==> src/rtl/dffram_pkg.sv <==
// Shared defaults and FSM state type for the DFF RAM write-port arbiter.
// Latency: n/a (declarations only).
// Backpressure: n/a.
package dffram_pkg;

    localparam int AW_DEF         = 5;           // byte address width
    localparam int DW_DEF         = 8;           // requester byte width
    localparam int NIBBLE_W_DEF   = DW_DEF / 2;  // RAM write-port width
    localparam int ADDR_LIMIT_DEF = 28;          // first unimplemented byte

    // IDLE: no byte in flight. WR_LO/WR_HI: low/high nibble on the RAM port.
    typedef enum logic [1:0] {
        IDLE  = 2'd0,
        WR_LO = 2'd1,
        WR_HI = 2'd2
    } wr_state_t;

endpackage

==> src/rtl/dffram_rr_arb2.sv <==
// Two-way round-robin grant; a tie goes to the requester not granted last.
// Latency: grant is combinational from req; pointer updates on the advance edge.
// Backpressure: none; advance is asserted by the owner only when a grant is taken.
// Ports: clk/rst (sync, active-high), req[1:0], advance, grant[1:0] (one-hot or zero).
module dffram_rr_arb2 (
    input  logic       clk,
    input  logic       rst,
    input  logic [1:0] req,
    input  logic       advance,
    output logic [1:0] grant
);

    // 1 = requester 1 was granted last, so requester 0 wins the first tie.
    logic last;

    always_comb begin
        grant = 2'b00;
        case (req)
            2'b01:   grant = 2'b01;
            2'b10:   grant = 2'b10;
            2'b11:   grant = last ? 2'b01 : 2'b10;
            default: grant = 2'b00;
        endcase
    end

    always_ff @(posedge clk) begin
        if (rst) begin
            last <= 1'b1;
        end else if (advance) begin
            last <= grant[1];
        end
    end

endmodule

==> src/rtl/dffram_wr_arbiter.sv <==
// Arbitrates two byte-write requesters onto the nibble-wide write port of a 2R1W DFF RAM.
// Latency: accepted byte's low nibble is written in the next cycle and its high nibble
//          in the cycle after; one byte per 2 cycles sustained.
// Backpressure: req_ready is offered only in IDLE or WR_HI, to the single granted requester.
// Ports: clk, rst (sync, active-high); req_valid/req_ready[1:0], req_addr0/1, req_data0/1;
//        ram_wen, ram_addr, ram_wdata (DW/2), ram_half; wr_done[1:0]; busy.
// Optional: DFFRAM_ARB_ADDR_CHECK_EN suppresses writes to addr >= ADDR_LIMIT and adds addr_err.
module dffram_wr_arbiter
    import dffram_pkg::*;
#(
    parameter int AW         = AW_DEF,
    parameter int DW         = DW_DEF,
    parameter int ADDR_LIMIT = ADDR_LIMIT_DEF
) (
    input  logic              clk,
    input  logic              rst,
    input  logic [1:0]        req_valid,
    output logic [1:0]        req_ready,
    input  logic [AW-1:0]     req_addr0,
    input  logic [AW-1:0]     req_addr1,
    input  logic [DW-1:0]     req_data0,
    input  logic [DW-1:0]     req_data1,
    output logic              ram_wen,
    output logic [AW-1:0]     ram_addr,
    output logic [DW/2-1:0]   ram_wdata,
    output logic              ram_half,
    output logic [1:0]        wr_done,
`ifdef DFFRAM_ARB_ADDR_CHECK_EN
    output logic              addr_err,
`endif
    output logic              busy
);

    localparam int NW = DW / 2;

    wr_state_t         state;
    logic [1:0]        grant;
    logic              can_accept;
    logic              accept;
    logic [AW-1:0]     sel_addr;
    logic [DW-1:0]     sel_data;
    logic [NW-1:0]     lat_hi;   // high nibble held for the WR_HI cycle
    logic              lat_idx;  // requester owning the byte in flight
`ifdef DFFRAM_ARB_ADDR_CHECK_EN
    logic              sel_ok;
    logic              lat_ok;
`endif

    dffram_rr_arb2 u_arb (
        .clk     (clk),
        .rst     (rst),
        .req     (req_valid),
        .advance (accept),
        .grant   (grant)
    );

    // A new byte can be taken while idle or while the previous high nibble is going out,
    // which is what keeps the write port busy every cycle under back-to-back traffic.
    assign can_accept = !rst && ((state == IDLE) || (state == WR_HI));
    assign req_ready  = can_accept ? grant : 2'b00;
    assign accept     = |(req_valid & req_ready);
    assign sel_addr   = grant[1] ? req_addr1 : req_addr0;
    assign sel_data   = grant[1] ? req_data1 : req_data0;
    assign busy       = (state != IDLE);

`ifdef DFFRAM_ARB_ADDR_CHECK_EN
    assign sel_ok = (32'(sel_addr) < 32'(ADDR_LIMIT));
`endif

    always_ff @(posedge clk) begin
        if (rst) begin
            state     <= IDLE;
            ram_wen   <= 1'b0;
            ram_addr  <= '0;
            ram_wdata <= '0;
            ram_half  <= 1'b0;
            wr_done   <= 2'b00;
            lat_hi    <= '0;
            lat_idx   <= 1'b0;
`ifdef DFFRAM_ARB_ADDR_CHECK_EN
            addr_err  <= 1'b0;
            lat_ok    <= 1'b1;
`endif
        end else begin
            wr_done  <= 2'b00;
`ifdef DFFRAM_ARB_ADDR_CHECK_EN
            addr_err <= 1'b0;
`endif
            case (state)
                IDLE, WR_HI: begin
                    if (accept) begin
                        state     <= WR_LO;
                        lat_hi    <= sel_data[DW-1:NW];
                        lat_idx   <= grant[1];
                        ram_addr  <= sel_addr;
                        ram_half  <= 1'b0;
                        ram_wdata <= sel_data[NW-1:0];
`ifdef DFFRAM_ARB_ADDR_CHECK_EN
                        ram_wen   <= sel_ok;
                        lat_ok    <= sel_ok;
`else
                        ram_wen   <= 1'b1;
`endif
                    end else begin
                        // ram_addr deliberately keeps its last value when idle.
                        state     <= IDLE;
                        ram_wen   <= 1'b0;
                        ram_half  <= 1'b0;
                        ram_wdata <= '0;
                    end
                end
                WR_LO: begin
                    state     <= WR_HI;
                    ram_half  <= 1'b1;
                    ram_wdata <= lat_hi;
                    wr_done   <= lat_idx ? 2'b10 : 2'b01;
`ifdef DFFRAM_ARB_ADDR_CHECK_EN
                    ram_wen   <= lat_ok;
                    addr_err  <= !lat_ok;
`else
                    ram_wen   <= 1'b1;
`endif
                end
                default: begin
                    state   <= IDLE;
                    ram_wen <= 1'b0;
                end
            endcase
        end
    end

endmodule

==> config.mk <==
export PLATFORM = sky130hd
export DESIGN_NAME = dffram_wr_arbiter
export DESIGN_NICKNAME = d
export VERILOG_FILES = /design/src/rtl/dffram_pkg.sv /design/src/rtl/dffram_rr_arb2.sv /design/src/rtl/dffram_wr_arbiter.sv
export SDC_FILE = /design/constraint.sdc
export NUM_CORES = 1
export LEC_CHECK = 0
export ABC_CLOCK_PERIOD_IN_PS = 2600
export CAP_MARGIN = 0
export CELL_PAD_IN_SITES_DETAIL_PLACEMENT = 1
export CELL_PAD_IN_SITES_GLOBAL_PLACEMENT = 1
export CORE_MARGIN = 4
export CORE_UTILIZATION = 33
export CTS_BUF_LIST = sky130_fd_sc_hd__clkbuf_8
export CTS_CLUSTER_SIZE = 10
export DETAILED_ROUTE_END_ITERATION = 7
export PLACE_DENSITY_LB_ADDON = 0.3
export REMOVE_ABC_BUFFERS = 1
export SLEW_MARGIN = 20
export SYNTH_ARGS = -nofsm -noshare
export SYNTH_HDL_FRONTEND = slang
export SYNTH_SLANG_ARGS = --single-unit
==> constraint.sdc <==
create_clock -name clk -period 2.6 [get_ports clk]
set_clock_uncertainty 0.2 [all_clocks]
set_input_delay 0.65 -clock clk [delete_from_list [all_inputs] [get_ports clk]]
set_output_delay 0.65 -clock clk [all_outputs]
set_load 0.03 [all_outputs]
## After elaboration in Yosys (flattened, before gate mapping)

Cells that the tools add are included.

| storage, ports and cells | value |
|---|---|
| bits in registers | 21 |
| input bits | 30 |

| cells by class | value |
|---|---|
| bitwise gates (word level) | 2 |
| multiplexer cells | 13 |
| eq/ne operators | 5 |
| reductions and logical operators | 10 |

Operator list:

| kind | count |
|---|---|
| $mux 8 | 1 |
| $pmux 4 s2 | 1 |
| $eq 2x2->1 const B | 3 |
| $mux 2 | 3 |
| $pmux 2 s3 | 1 |
| $reduce_or 2->1 | 3 |
| $mux 5 | 1 |
| $eq 2x1->1 const B | 2 |
| $mux 4 | 1 |
| $pmux 1 s2 | 2 |
| $pmux 2 s2 | 1 |
| $reduce_bool 2->1 | 2 |
| $and 2x2->2 | 1 |
| $logic_not 2->1 | 1 |
| $mux 1 | 2 |
| $reduce_and 2->1 | 1 |
| $logic_and 1x1->1 | 1 |
| $logic_not 1->1 | 1 |
| $logic_or 1x1->1 | 1 |
| $not 1->1 | 1 |

## Depth between registers and ports, before layout

| depth | value |
|---|---|
| word-level depth | 8 |
| depth in mapped cells | 5 |
| mapped depth without buffers | 3 |

## Hierarchy

A second synthesis with hierarchy kept.

| second synthesis, totals | value |
|---|---|
| cells, all modules | 90 |
| area, all modules | 937.1 um^2 |

By module, submodules not included:

| module | area an instance (um^2) | cells an instance | instances |
|---|---|---|---|
| dffram_wr_arbiter | 883.3 | 84 | 1 |
| dffram_rr_arb2 | 53.8 | 6 | 1 |

## Worst setup path before layout

OpenSTA, ideal clock, no wires.

| timing | value |
|---|---|
| path type | in2out |
| start point | in rst |
| end point | out req_ready[0] |
| arrival time | 1.563 ns |
| slack | 0.187 ns |
| cell stages on the path | 4 |
| data required time | 1.750 ns |
| path through | nor2_1 -> o21ai_2 -> buf_6 -> a21oi_1 |

| between the ends | value |
|---|---|
| word-level cells in the longest chain between the ends | 3 |

RTL lines:

| element | line | RTL |
|---|---|---|
| start: declaration | dffram_wr_arbiter.sv:16 | `input logic rst,` |
| $logic_not 1->1 | dffram_wr_arbiter.sv:59 | `assign can_accept = !rst && ((state == IDLE) \|\| (state == WR_HI));` |
| $logic_and 1x1->1 | dffram_wr_arbiter.sv:59 |  |
| $mux 2 | dffram_wr_arbiter.sv:60 | `assign req_ready = can_accept ? grant : 2'b00;` |
| end: declaration | dffram_wr_arbiter.sv:18 | `output logic [1:0] req_ready,` |

No other way between the ends.

## Worst setup path after layout

| timing | value |
|---|---|
| start point | in req_valid[0] |
| end point | out req_ready[0] |

| between the ends | value |
|---|---|
| word-level cells in the longest chain between the ends | 3 |
| elaborated cells on any way between the ends | 5 |
| those cells by class | 3 x eq/ne; 2 x mux |

RTL lines:

| element | line | RTL |
|---|---|---|
| start: declaration | dffram_wr_arbiter.sv:17 | `input logic [1:0] req_valid,` |
| $eq 2x2->1 or $eq 2x1->1 (tied branches) | dffram_rr_arb2.sv:18 | `case (req)` |
| $pmux 2 s3 * | dffram_rr_arb2.sv:18 |  |
| $mux 2 * | dffram_wr_arbiter.sv:60 |  |

Every way passes the cells marked *; elsewhere a longest branch is shown, timed or not.

==> impl_metrics.tcl <==
set metrics [dict create \
    antenna_found_initial 0 \
    cts.sinks 21 \
    comb_power_share 0.276 \
    yosys.area.top_type "dfxtp_1" \
    portBuffers 45 \
    gr-total-overflow 0 \
    clock_insertion_delay_worst_skew_ns 0.26 \
    async_reset_ff_frac 0 \
    syn_area_um2 965 \
    core_um2 2780 \
    gr-usage-met3 0.0310 \
    dp_cells 167 \
    switchingPower_mw 0.234 \
    start_util 0.347 \
    initialDrtViolationCount 7 \
    grt_start_max_net_pins 16 \
    wire_per_inst_um 14.9 \
    path_cells "clkdlybuf4s50_1 -> nand2_1 -> a21oi_1 -> buf_4" \
    fin_crit_ns 2.61 \
    num_vias 840 \
    drt-total-wl_um 2570 \
    finalNetCount 172 \
    cts_tree "built" \
    synth_seq_cells 21 \
    end_kind "output port" \
    cp.required_ns 1.75 \
    fin_ws_ns -0.00616 \
    synthCells 91 \
    p_seq_frac 0.454 \
    synth_top_cell_area_share 0.436 \
    yosys.cell_count.top_type "mux2i_1" \
    drive_gt1_frac 0.121 \
    yosys_warnings 0 \
    power_density_nw_per_um2 543 \
    seq_area_frac_synth 0.436 \
    violations "setup timing" \
    num_rows 19 \
    hold_slack_ns 0.248 \
    clock-root-buffer "clkbuf_8" \
    holdCritPathClass "flip-flop to flip-flop" \
    syn-mean-instance-area_um2 10.6 \
    clockBufferDepth 2 \
    crit_path_max_fanout 5 \
    max_freq_mhz 384 \
    grtUsageMet2 0.265 \
    slowest_stage "clkdlybuf4s50_1" \
    fin_crit_sh 1.00 \
    arrival_ns 1.76 \
    via_per_inst 4.88 \
    leakagePower_nw 0.668 \
    drv_cap 0 \
    setup_viol 1 \
    place_ws_ns -0.00651 \
    status "complete, but fails checks" \
    ys_dominant_reg_cell "dfxtp_1" \
    die-width_um 62.1 \
    synth_common_cells "mux2i_1, dfxtp_1, nand2b_1" \
    io_pins 46 \
    drtAntennaViolNets 0 \
    start_kind "input port" \
    critPathBufInv 2 \
    die_h_um 62.1 \
    drcViolationCount 0 \
    cts_buffers 3 \
    max-vdd-ir-drop_uv 427 \
    grt_pass1_wl_um 4080 \
    grt_use_met1 0.159 \
    place.gp.congestion 0.769 \
    hold_violations 0 \
    synth_edf_count 0 \
    clk_pin_slew_worst_paths_ns 0.08 \
    stdcell_count 172 \
    path_delay_family "buffers and inverters" \
    clkPwrFrac 0.270 \
    top_usage_layer "met2" \
    drt_first_pass_iters 4 \
    synth_area_leaders "dfxtp_1, mux2i_1, nand2b_1" \
    relSlewSlack 0.782 \
    synthDistinctLibCells 25 \
    track_usage 0.144 \
    worst_slew_pin_slew_ns 0.325 \
    hpwlAfterDp_um 1960 \
    htreeDepth 1 \
    switching_share 0.289 \
    cp_slowest_stage_delay_ns 0.59 \
    cts_hold_repair.buffers 0 \
    area_growth_pct 54.9 \
    maxSlewViolCount 0 \
    die-area_um2 3850 \
    critPathKind "input port to output port" \
    first_global_vias 978 \
    internal_power_mw 0.577 \
    n_antenna_cell 0 \
]
==> registers in the layout, summed over array words and instances, names as in the netlist <==
register    count
lat_hi          4
lat_idx         1
ram_addr        5
ram_half        1
ram_wdata       4
ram_wen         1
state           2
u_arb.last      1
wr_done         2
==> worst paths after layout <==
path,startpoint,depth (start not counted),slack (ns),end
setup reg to reg,state[0]$_SDFF_PP0_,4,1.10,ram_addr[2]$_SDFFE_PP0P_
setup / recovery,req_valid[0],4,-0.006,req_ready[0]
hold / removal,ram_half$_SDFFE_PP0N_,2,0.25,ram_half$_SDFFE_PP0N_
hold reg to reg,ram_half$_SDFFE_PP0N_,2,0.25,ram_half$_SDFFE_PP0N_
==> metrics by stage <==
stage                     TNS (ns)  power [mW]  area, um^2   util
after global placement           0       0.590        1430  0.515
after detailed placement  -0.00651       0.599        1430  0.515
after global routing       -0.0917       0.849        1490  0.537
after floorplan                  0       0.484         903      -
final                     -0.00616       0.812        1490  0.537
after CTS                        0       0.814        1480  0.533
==> area by class of cell <==
type / instances / area [um^2]
clock buffers: 3 / 41.3
clock inverters: 1 / 5.00
fillers: 325 / 1290
inverters: 2 / 7.51
multi-input cells: 62 / 479
flip-flops and latches: 21 / 420
well taps: 31 / 38.8
repair buffers: 52 / 502
==> worst reg2reg max path, delay by kind of cell (launching register included) <==
family,cells,cell delay [ns]
AO/OA/AOI/OAI,1,0.11
AND/OR/NAND/NOR,1,0.12
buffers and inverters,1,0.28
multiplexers,1,0.23
flip-flops,1,0.50
==> cells in the final DEF (no fill, tap or decap), types with 2 or more instances in the layout <==
| master | count |
|---|---|
| dfxtp_1 | 21 |
| nor2_1 | 4 |
| mux2i_1 | 24 |
| o21ai_0 | 2 |
| inv_1 | 2 |
| a21oi_1 | 2 |
| o22ai_1 | 3 |
| nand2b_1 | 11 |
| clkdlybuf4s50_1 | 43 |
| nand2_1 | 2 |
| clkbuf_8 | 3 |
| buf_4 | 8 |
==> timing repair <==
item / in CTS / in global routing
gates resized for setup: 1 / 1
endpoints found under the setup margin: 1 / 1
buffers inserted: 0 / 1
pin swaps: 0 / 1
==> power groups by stage <==
stage	Combinational, mW	Clock [mW]	Sequential (mW)
6_report	0.224	0.219	0.368
5_1_grt	0.241	0.235	0.373
4_1_cts	0.225	0.221	0.368
3_5_place_dp	0.223	0	0.376
3_3_place_gp	0.216	0	0.374
2_1_floorplan	0.0755	0	0.408
==> kinds of logic (layout without fill, tap and decap cells) <==
family,Yosys count,after routing,synth area share
compound gates,16,16,0.115
flops,21,21,0.436
mux,24,24,0.249
buf+inv,8,58,0.0713
simple gates,22,22,0.128
==> per-layer routing <==
| layer | share of wire | wire length [um] | vias up |
|---|---|---|---|
| met1 | 0.42 | 1070 | 391 |
| met5 | 0 | 0 | - |
| li1 | - | - | 415 |
| met2 | 0.51 | 1320 | 30 |
| met4 | 0.014 | 36 | 0 |
| met3 | 0.056 | 143 | 4 |
Note: power is estimated with default switching activity, not from simulation.
